### config.mk
export PLATFORM = sky130hd
export DESIGN_NAME = gps_point_tx
export DESIGN_NICKNAME = d
export VERILOG_FILES = /design/src/rtl/gps_pkg.sv /design/src/rtl/gps_coord_fifo.sv /design/src/rtl/gps_point_tx.sv
export SDC_FILE = /design/constraint.sdc
export NUM_CORES = 1
export LEC_CHECK = 0
export CAP_MARGIN = 20
export CORE_AREA = 3 3 305 232
export CTS_BUF_LIST = sky130_fd_sc_hd__clkbuf_4
export DETAILED_ROUTE_END_ITERATION = 7
export DIE_AREA = 0 0 308 235
export PLACE_DENSITY = 0.86
export SETUP_SLACK_MARGIN = 0.4
export SLEW_MARGIN = 15
export SYNTH_ARGS = -nofsm -noshare
export SYNTH_HDL_FRONTEND = slang
export SYNTH_HIERARCHICAL = 1
export SYNTH_SLANG_ARGS = --single-unit
export TNS_END_PERCENT = 100
### constraint.sdc
create_clock -name clk -period 8.45 [get_ports clk]
set_input_delay 1.2675 -clock clk [delete_from_list [all_inputs] [get_ports clk]]
set_output_delay 1.2675 -clock clk [all_outputs]
set_load 0.005 [all_outputs]
### src/rtl/gps_pkg.sv
// Shared types and widths for the GPS point interface.
//   COORD_W : width of one longitude or latitude word
//   D_W     : width of the distance result
//   A_W     : width of the intermediate term
//   state_e : transmit FSM states
//   coord_t : one buffered {lon, lat} pair
package gps_pkg;

    localparam int unsigned COORD_W = 24;
    localparam int unsigned D_W     = 40;
    localparam int unsigned A_W     = 64;

    typedef enum logic [1:0] {
        ST_IDLE,
        ST_SEND,
        ST_WAIT,
        ST_GAP
    } state_e;

    typedef struct packed {
        logic [COORD_W-1:0] lon;
        logic [COORD_W-1:0] lat;
    } coord_t;

endpackage

### src/rtl/gps_coord_fifo.sv
// Synchronous FIFO of coordinate pairs.
//   clk, reset_n   : clock, asynchronous active-low reset
//   push_i/data_i  : push strobe and entry to store
//   pop_i          : remove head entry (ignored when empty)
//   head_o         : current head entry
//   full_o/empty_o : registered occupancy flags
//   level_o        : registered occupancy count
//   drop_o         : push rejected this cycle (full with no pop)
module gps_coord_fifo
    import gps_pkg::*;
#(
    parameter int unsigned DEPTH = 16,
    localparam int unsigned AW   = $clog2(DEPTH)
) (
    input  logic          clk,
    input  logic          reset_n,
    input  logic          push_i,
    input  coord_t        data_i,
    input  logic          pop_i,
    output coord_t        head_o,
    output logic          full_o,
    output logic          empty_o,
    output logic [AW:0]   level_o,
    output logic          drop_o
);

    localparam logic [AW:0] FULL_LVL = (AW+1)'(DEPTH);

    coord_t          mem_q [DEPTH];
    logic [AW-1:0]   wr_ptr_q, rd_ptr_q;
    logic [AW:0]     count_q, count_d;
    logic            full_q, empty_q;
    logic            push_ok, pop_ok;

    // A push into a full FIFO is still accepted when the head leaves in the same cycle.
    assign pop_ok  = pop_i && !empty_q;
    assign push_ok = push_i && (!full_q || pop_ok);
    assign drop_o  = push_i && !push_ok;

    always_comb begin
        count_d = count_q;
        if (push_ok && !pop_ok) begin
            count_d = count_q + 1'b1;
        end else if (!push_ok && pop_ok) begin
            count_d = count_q - 1'b1;
        end
    end

    always_ff @(posedge clk or negedge reset_n) begin
        if (!reset_n) begin
            wr_ptr_q <= '0;
            rd_ptr_q <= '0;
            count_q  <= '0;
            full_q   <= 1'b0;
            empty_q  <= 1'b1;
        end else begin
            if (push_ok) wr_ptr_q <= wr_ptr_q + 1'b1;
            if (pop_ok)  rd_ptr_q <= rd_ptr_q + 1'b1;
            count_q <= count_d;
            full_q  <= (count_d == FULL_LVL);
            empty_q <= (count_d == '0);
        end
    end

    always_ff @(posedge clk) begin
        if (push_ok) mem_q[wr_ptr_q] <= data_i;
    end

    assign head_o  = mem_q[rd_ptr_q];
    assign full_o  = full_q;
    assign empty_o = empty_q;
    assign level_o = count_q;

endmodule

### src/rtl/gps_point_tx.sv
// Transmit side of the GPS distance calculator's point interface.
//   clk, reset_n           : clock, asynchronous active-low reset
//   wr_en/wr_lon/wr_lat    : producer push into the point FIFO
//   full/empty/level       : FIFO status
//   seq_clr                : next point starts a new sequence (honoured in IDLE)
//   DEN/LON_IN/LAT_IN      : one-cycle point strobe and coordinates to calculator
//   Valid/D/a              : result strobe and values from calculator
//   res_valid/res_D/res_a  : captured result, pulse on capture
//   res_cnt                : wrapping count of captured results
//   err_timeout/ovf/stray  : sticky error flags
module gps_point_tx
    import gps_pkg::*;
#(
    parameter int unsigned DEPTH   = 16,
    parameter int unsigned TIMEOUT = 4096,
    parameter int unsigned GAP_CYC = 2,
    localparam int unsigned AW     = $clog2(DEPTH)
) (
    input  logic               clk,
    input  logic               reset_n,
    input  logic               wr_en,
    input  logic [COORD_W-1:0] wr_lon,
    input  logic [COORD_W-1:0] wr_lat,
    output logic               full,
    output logic               empty,
    output logic [AW:0]        level,
    input  logic               seq_clr,
    output logic               DEN,
    output logic [COORD_W-1:0] LON_IN,
    output logic [COORD_W-1:0] LAT_IN,
    input  logic               Valid,
    input  logic [D_W-1:0]     D,
    input  logic [A_W-1:0]     a,
    output logic               res_valid,
    output logic [D_W-1:0]     res_D,
    output logic [A_W-1:0]     res_a,
    output logic [15:0]        res_cnt,
    output logic               err_timeout,
    output logic               err_ovf,
    output logic               err_stray
);

    localparam int unsigned TW       = $clog2(TIMEOUT + 1);
    localparam int unsigned GW       = $clog2(GAP_CYC + 1);
    localparam logic [TW-1:0] TMO_LAST = TW'(TIMEOUT - 1);
    localparam logic [GW-1:0] GAP_LAST = GW'(GAP_CYC - 1);

    state_e              state_q, state_d;
    logic                den_q, den_d;
    logic [COORD_W-1:0]  lon_q, lon_d, lat_q, lat_d;
    logic                rv_q, rv_d;
    logic [D_W-1:0]      rd_q, rd_d;
    logic [A_W-1:0]      ra_q, ra_d;
    logic [15:0]         rcnt_q, rcnt_d;
    logic                first_q, first_d;
    logic [TW-1:0]       tcnt_q, tcnt_d;
    logic [GW-1:0]       gcnt_q, gcnt_d;
    logic                etmo_q, etmo_d, eovf_q, eovf_d, estr_q, estr_d;

    coord_t              head;
    logic                pop, fifo_drop;

    gps_coord_fifo #(.DEPTH(DEPTH)) u_fifo (
        .clk     (clk),
        .reset_n (reset_n),
        .push_i  (wr_en),
        .data_i  ('{lon: wr_lon, lat: wr_lat}),
        .pop_i   (pop),
        .head_o  (head),
        .full_o  (full),
        .empty_o (empty),
        .level_o (level),
        .drop_o  (fifo_drop)
    );

    always_ff @(posedge clk or negedge reset_n) begin
        if (!reset_n) state_q <= ST_IDLE;
        else          state_q <= state_d;
    end

    always_comb begin
        state_d = state_q;
        case (state_q)
            ST_IDLE: if (!seq_clr && !empty)            state_d = ST_SEND;
            ST_SEND: state_d = first_q ? ST_GAP : ST_WAIT;
            ST_WAIT: if (Valid || tcnt_q == TMO_LAST)   state_d = ST_GAP;
            ST_GAP:  if (gcnt_q == GAP_LAST)            state_d = ST_IDLE;
            default: state_d = ST_IDLE;
        endcase
    end

    always_comb begin
        den_d   = 1'b0;
        lon_d   = lon_q;
        lat_d   = lat_q;
        pop     = 1'b0;
        rv_d    = 1'b0;
        rd_d    = rd_q;
        ra_d    = ra_q;
        rcnt_d  = rcnt_q;
        first_d = first_q;
        tcnt_d  = tcnt_q;
        gcnt_d  = gcnt_q;
        etmo_d  = etmo_q;
        eovf_d  = eovf_q | fifo_drop;
        estr_d  = estr_q;
        // Stray Valid is flagged first so a same-cycle seq_clr in IDLE still clears it.
        if (Valid && state_q != ST_WAIT) estr_d = 1'b1;
        case (state_q)
            ST_IDLE: begin
                if (seq_clr) begin
                    first_d = 1'b1;
                    etmo_d  = 1'b0;
                    estr_d  = 1'b0;
                end else if (!empty) begin
                    den_d = 1'b1;
                    lon_d = head.lon;
                    lat_d = head.lat;
                    pop   = 1'b1;
                end
            end
            ST_SEND: begin
                if (first_q) begin
                    first_d = 1'b0;
                    gcnt_d  = '0;
                end else begin
                    tcnt_d = '0;
                end
            end
            ST_WAIT: begin
                if (Valid) begin
                    rd_d   = D;
                    ra_d   = a;
                    rv_d   = 1'b1;
                    rcnt_d = rcnt_q + 16'd1;
                    gcnt_d = '0;
                end else if (tcnt_q == TMO_LAST) begin
                    etmo_d = 1'b1;
                    gcnt_d = '0;
                end else begin
                    tcnt_d = tcnt_q + 1'b1;
                end
            end
            ST_GAP: begin
                if (gcnt_q != GAP_LAST) gcnt_d = gcnt_q + 1'b1;
            end
            default: ;
        endcase
    end

    always_ff @(posedge clk or negedge reset_n) begin
        if (!reset_n) begin
            den_q   <= 1'b0;
            lon_q   <= '0;
            lat_q   <= '0;
            rv_q    <= 1'b0;
            rd_q    <= '0;
            ra_q    <= '0;
            rcnt_q  <= '0;
            first_q <= 1'b1;
            tcnt_q  <= '0;
            gcnt_q  <= '0;
            etmo_q  <= 1'b0;
            eovf_q  <= 1'b0;
            estr_q  <= 1'b0;
        end else begin
            den_q   <= den_d;
            lon_q   <= lon_d;
            lat_q   <= lat_d;
            rv_q    <= rv_d;
            rd_q    <= rd_d;
            ra_q    <= ra_d;
            rcnt_q  <= rcnt_d;
            first_q <= first_d;
            tcnt_q  <= tcnt_d;
            gcnt_q  <= gcnt_d;
            etmo_q  <= etmo_d;
            eovf_q  <= eovf_d;
            estr_q  <= estr_d;
        end
    end

    assign DEN         = den_q;
    assign LON_IN      = lon_q;
    assign LAT_IN      = lat_q;
    assign res_valid   = rv_q;
    assign res_D       = rd_q;
    assign res_a       = ra_q;
    assign res_cnt     = rcnt_q;
    assign err_timeout = etmo_q;
    assign err_ovf     = eovf_q;
    assign err_stray   = estr_q;

endmodule
# Word-level counts from Yosys, hierarchy flattened
# Memory sizes are Yosys's and may differ from the RTL's. A register that Yosys moved wholly into a read port is not among the register bits.
# Cells that the tools add are included.
op_classes:
  n_addsub: 7
  multipliers: 0
  div_mod_pow: 0
  order_cmp: 0
  eq_ne: 19
  shifts: 0
  n_mux: 32
  bitwise_logic: 3
  n_reduce_logical: 28
ops:
  columns: ["cell", "count"]
  rows:
  - ["$mux 13", 3]
  - ["$pmux 13 s2", 1]
  - ["$ne 2x2->1 const B", 11]
  - ["$add 16x1->16 const B", 1]
  - ["$mux 1", 15]
  - ["$mux 2", 7]
  - ["$add 13x1->13 const B", 1]
  - ["$eq 13x12->1 const B", 1]
  - ["$reduce_and 4->1", 3]
  - ["$mux 5", 2]
  - ["$add 4x1->4 const B", 2]
  - ["$pmux 2 s4", 1]
  - ["$logic_and 1x1->1", 7]
  - ["$logic_not 1->1", 6]
  - ["$pmux 2 s3", 1]
  - ["$reduce_and 3->1", 2]
  - ["$reduce_bool 2->1", 3]
  - ["$add 5x1->5 const B", 1]
  - ["$eq 5x5->1 const B", 1]
  - ["$logic_not 5->1", 1]
  - ["$sub 5x1->5 const B", 1]
  - ["$eq 2x1->1 const B", 2]
  - ["$eq 2x2->1 const B", 2]
  - ["$pmux 1 s2", 2]
  - ["other kinds (9)", 12]
word_totals:
  regBits: 158
  latchBits: 0
  mem_bits_rw: 768
  mem_bits_ro: 0
  input_bits: 157
  output_inout_bits: 180
  elab_cells: 107
  memories: 1
mem_list:
  columns: ["memory", "words", "word_bits", "read_ports", "rd_ports_with_merged_regs", "wr", "line", "rtl"]
  rows:
  - ["u_fifo.mem_q", 16, 48, 1, 1, 1, "gps_coord_fifo.sv:29", "coord_t mem_q [DEPTH];"]

# Depth between registers and ports, before layout
logic_depth:
  depth_word: 11
  ltp_mapped: 12
  mapped_depth_nobuf: 9

# Modules after synthesis
# Netlist, hierarchy kept.
modules_own_cells:
  columns: ["mod", "instances", "cells_per_inst", "area_per_inst_um2", "seq_area_each_um2"]
  rows:
  - ["gps_coord_fifo", 1, 1158, 29721.0, 23438.7]
  - ["gps_point_tx", 1, 519, 7607.3, 4780.8]

# Worst setup path after synthesis
# No wires, ideal clock.
synth_timing:
  kind: "input to register"
  start: "input seq_clr"
  end: "memory u_fifo/mem_q[7][0] in the netlist's numbering (enable)"
  setup_time_ps: 523
  arrival_time_ps: 6359
  t_required_ps: 7927
  slack_ps: 1568
  path_stages: 9
  n_path_buf: 3
  path_cell_list: "nor2b_1 > nor2b_1 > buf_2 > buf_2 > nand2b_1 > clkbuf_1 > a21boi_1 > nand2_1 > nor3b_1"
synth_via:
  elab_chain_cells: 7
synth_lines:
  columns: ["element", "line", "rtl"]
  rows:
  - ["start, declared", "gps_point_tx.sv:27", "input logic seq_clr,"]
  - ["$mux 1 (2 in a row)", null, null]
  - ["net den_d", "gps_point_tx.sv:49", "logic den_q, den_d;"]
  - ["$logic_and 1x1->1", "gps_coord_fifo.sv:36", "assign pop_ok = pop_i && !empty_q;"]
  - ["$logic_or 1x1->1", "gps_coord_fifo.sv:37", "assign push_ok = push_i && (!full_q || pop_ok);"]
  - ["$logic_and 1x1->1", "gps_coord_fifo.sv:37", null]
  - ["$mux 1", "gps_coord_fifo.sv:66", "if (push_ok) mem_q[wr_ptr_q] <= data_i;"]
  - ["$mux 1 (not written as such)", "gps_coord_fifo.sv:66", null]
  - ["end, declared", "gps_coord_fifo.sv:29", null]
# The timed path passes the listed nets, and every way through them passes these cells.

# Worst setup path after layout
layout_timing:
  start: "register state_q[0]"
  end: "memory u_fifo/mem_q[5][17] in the netlist's numbering (enable)"
layout_via:
  elab_chain_cells: 7
layout_lines:
  columns: ["element", "line", "rtl"]
  rows:
  - ["start, declared", "gps_point_tx.sv:48", "state_e state_q, state_d;"]
  - ["start signal, assigned", "gps_point_tx.sv:78", "else state_q <= state_d;"]
  - ["$logic_not 2->1", "gps_point_tx.sv:109", "case (state_q)"]
  - ["$mux 1", "gps_point_tx.sv:109", null]
  - ["$logic_and 1x1->1", "gps_coord_fifo.sv:36", null]
  - ["$logic_or 1x1->1", "gps_coord_fifo.sv:37", null]
  - ["$logic_and 1x1->1", "gps_coord_fifo.sv:37", null]
  - ["$mux 1", "gps_coord_fifo.sv:66", null]
  - ["$mux 1 (not written as such)", "gps_coord_fifo.sv:66", null]
# No other way between the ends.

==> flow_summary.toml <==
[status]
status = "finished clean"

[clocking]
cts.sinks = 974
clockBufferDepth = 3
cts_hold_buffers = 0
postCtsSetupRepairBufs = 0
clkTransAtPathRegs_ps = 70
cts_root_buffer = "clkbuf_4"
cts-buffers-inserted = 219
clk-insertion-delay-late_ps = 1100
postCtsResizedCells = 0
ctsHtreeMaxLevel = 4
cts_tree = "done"

[sta]
min_period_ps = 4690
setup_violations = 0
finalCritPeriodShare_pct = 55.5
max_freq_ghz = 0.213
finClkSkew_ps = 78.5
tightest_slew_ps = 1100
final-hold-violation-count = 0
relSlewSlack_pct = 26.9
rsz0062_at_grt = "false"
maxSlewViolCount = 0
setup_tns_ps = 0

[routing]
num_vias = 20055
drc = 0
drt-total-wl_um = 91900
first_iter_violations = 2835
wl_per_cell_um = 28.1
routed_via_density = 6.14
ant_nets = 0
firstDrtPassIters = 7

[synth]
synth_cells = 1677
synthesis.nets = 1849
syn-cell-area_sq_mm = 0.0373
synth-seq-cells = 974
synth_edf_count = 768
synthFlopType = "edfxtp_1"
yosysWarnings = 6
avgSynthCellArea_sq_um = 22.3
synth_cell_types = 54
async_flop_share_pct = 21.1
yosysSeqAreaShare_pct = 75.6

[finish]
drive_above_1_share_pct = 33.1
syn_to_final_growth_pct = 19.6
fill_cells = 4202
finalNetCount = 2350
multiInputGateArea_sq_mm = 0.00864
regArea_sq_mm = 0.0282

[global_routing]
antenna_found_initial = 7
first_global_vias = 20337
grt.total_usage_pct = 25.7
grt_overflow = 0
grt_max_degree = 111
grt_pass1_wl_um = 135000

[setup_path]
rr_startpoint = "state_q[0]$_DFFE_PN0P_"
worstReg2RegEnd = "u_fifo/mem_q[5][17]$_DFFE_PP_"
path_cells = "inv_1 > ha_1 > nor2b_1 > nor2b_4 > buf_4 > nand2b_1 > a21boi_1 > buf_4 > nand2_1 > nor2_1 > and2_2 > buf_4"
crit_path_end = "u_fifo/mem_q[5][17]$_DFFE_PP_"
worstPathArrival_ps = 5370
cp-startpoint = "state_q[0]$_DFFE_PN0P_"
required_ps = 9130
worst_path_max_delay_cell = "and2_2"
critPathKind = "reg -> reg"
crit_path_frequent_cell = "buf_4"
cp-start-kind = "flop"
cp-end-kind = "flop"
r2r_setup_slack_ps = 3760
crit_fanout = 53
ff2ff_path_depth = 12
slowest_delay_ps = 680

[min_path]
hold_class = "in -> async"

[placement]
io_buffers = 336
dp_hpwl_um = 58200
globalplace.congestion = 0.829

[floorplanning]
io_pins = 337
core_area_sq_mm = 0.0681
dieArea_sq_mm = 0.0724
initial_core_util_pct = 54.8
row_count = 83
die_h_um = 235
chipWidth_um = 308

[power_and_ir_drop]
power_w = 0.0149
power.density_mw_per_mm2 = 334
p_leak_nw = 15.2
ir_drop_mv = 0.246

[job]
maxCapViolations = 0
-- routing by layer --
| metal | vias up | track usage (%) | wire, um |
|---|---|---|---|
| met1 | 10338 | 37.1 | 34900 |
| met5 | - | 0 | 27 |
| met3 | 178 | 9.46 | 12700 |
| met4 | 4 | 7.46 | 1960 |
| met2 | 1453 | 37.2 | 42300 |
| li1 | 8082 | - | - |
-- cells in the mapped netlist (all sizes together) (10+ instances only) --
cell	instances	area share (%)
xnor2	22	0.52
nor2	17	0.18
and3	10	0.17
nand3	17	0.23
ha	15	0.50
inv	12	0.12
mux4	240	14
clkbuf	42	0.42
o21ai	18	0.24
buf	39	0.83
a31oi	10	0.17
nand2	30	0.31
edfxtp	768	62
mux2	155	4.7
dfrtp	204	14
-- layout by cell type, fill, tap and decap left out, types with 5 or more instances in the layout --
cell,count
clkdlybuf4s50_1,335
diode_2,11
nand2_1,29
nor3_1,6
inv_1,11
nor2_1,16
clkinv_2,5
nand3_1,17
o21ai_0,14
clkbuf_4,337
bufinv_16,6
a31oi_1,10
clkinv_1,48
mux2_1,29
mux4_2,240
edfxtp_1,768
nand4_1,6
a21oi_1,5
xnor2_1,22
dfrtp_1,200
buf_4,24
mux2_2,126
ha_1,15
-- state kept, by name, indices dropped and copies added, names as in the netlist, 2 cells and up --
signal,cells
LON_IN,24
tcnt_q,13
gcnt_q,2
u_fifo/rd_ptr_q,4
res_cnt,16
u_fifo/wr_ptr_q,4
u_fifo/mem_q,768
res_D,40
state_q,2
res_a,64
u_fifo/level_o,5
LAT_IN,24
-- cell type report --
type / count / share of cell area [%]
Sequential cell: 974 / 63.2
Tap cell: 892 / 2.50
Timing Repair Buffer: 361 / 7.99
Multi-Input combinational cell: 610 / 19.4
Inverter: 12 / 0.106
Antenna cell: 11 / 0.0617
Clock inverter: 69 / 1.07
Clock buffer: 337 / 5.67
-- critical path, delay by kind of cell, from the launching register on --
| kind | cells | cell delay, ps |
|---|---|---|
| AO/OA/AOI/OAI | 1 | 230 |
| adder cells (fa/ha/maj) | 1 | 250 |
| buffers and inverters | 4 | 1590 |
| flip-flops | 1 | 420 |
| AND/OR/NAND/NOR | 6 | 1760 |
-- report_power, final --
part           leakage (nW)  switching, W  internal [W]
Combinational          4.05       0.00209       0.00243
Sequential             9.43      0.000527       0.00602
Clock                  1.77       0.00185       0.00201
Total                  15.2       0.00447        0.0105
-- logic make-up (layout without fill, tap and decap cells) --
kind of cell               Yosys count  in the layout  share of synthesized area [%]
other                                0             11                              0
buffers and inverters               93            779                           1.38
and+or+nand+nor                    122            122                           1.83
adders and majority gates           15             15                          0.503
xor gates and xnor gates            25             25                          0.587
DFF                                974            974                           75.6
muxes                              398            398                           19.2
AOI/OAI and AO/OA                   50             50                          0.865
-- metrics by stage --
stage / hold WS (ps) / cell area (sq um) / cells / setup slack (ps) / util [%]
6_report: 269 / 44600 / 3266 / 3760 / 65.5
5_1_grt: 282 / 44600 / 3260 / 3520 / 65.5
4_1_cts: 252 / 44600 / 3255 / 3750 / 65.5
3_5_place_dp: 463 / 41600 / 2849 / 2820 / 61.1
3_3_place_gp: 462 / 41600 / 2849 / 3140 / 61.1
2_1_floorplan: 451 / 37300 / 1677 / 1570 / -
-- worst min-delay path by stage --
stage / from / end / slack [ps] / cells after the start
4_1_cts: reset_n / LON_IN[0]$_DFFE_PN0P_ / 250 / 1
3_5_place_dp: err_ovf$_DFF_PN0_ / err_ovf$_DFF_PN0_ / 460 / 1
5_1_grt: reset_n / LON_IN[0]$_DFFE_PN0P_ / 280 / 1
3_3_place_gp: res_cnt[15]$_DFFE_PN0P_ / res_cnt[15]$_DFFE_PN0P_ / 460 / 1
2_1_floorplan: tcnt_q[6]$_DFFE_PN0P_ / tcnt_q[6]$_DFFE_PN0P_ / 450 / 1
6_report: reset_n / LON_IN[11]$_DFFE_PN0P_ / 270 / 1
(Power assumes the default switching activity.)
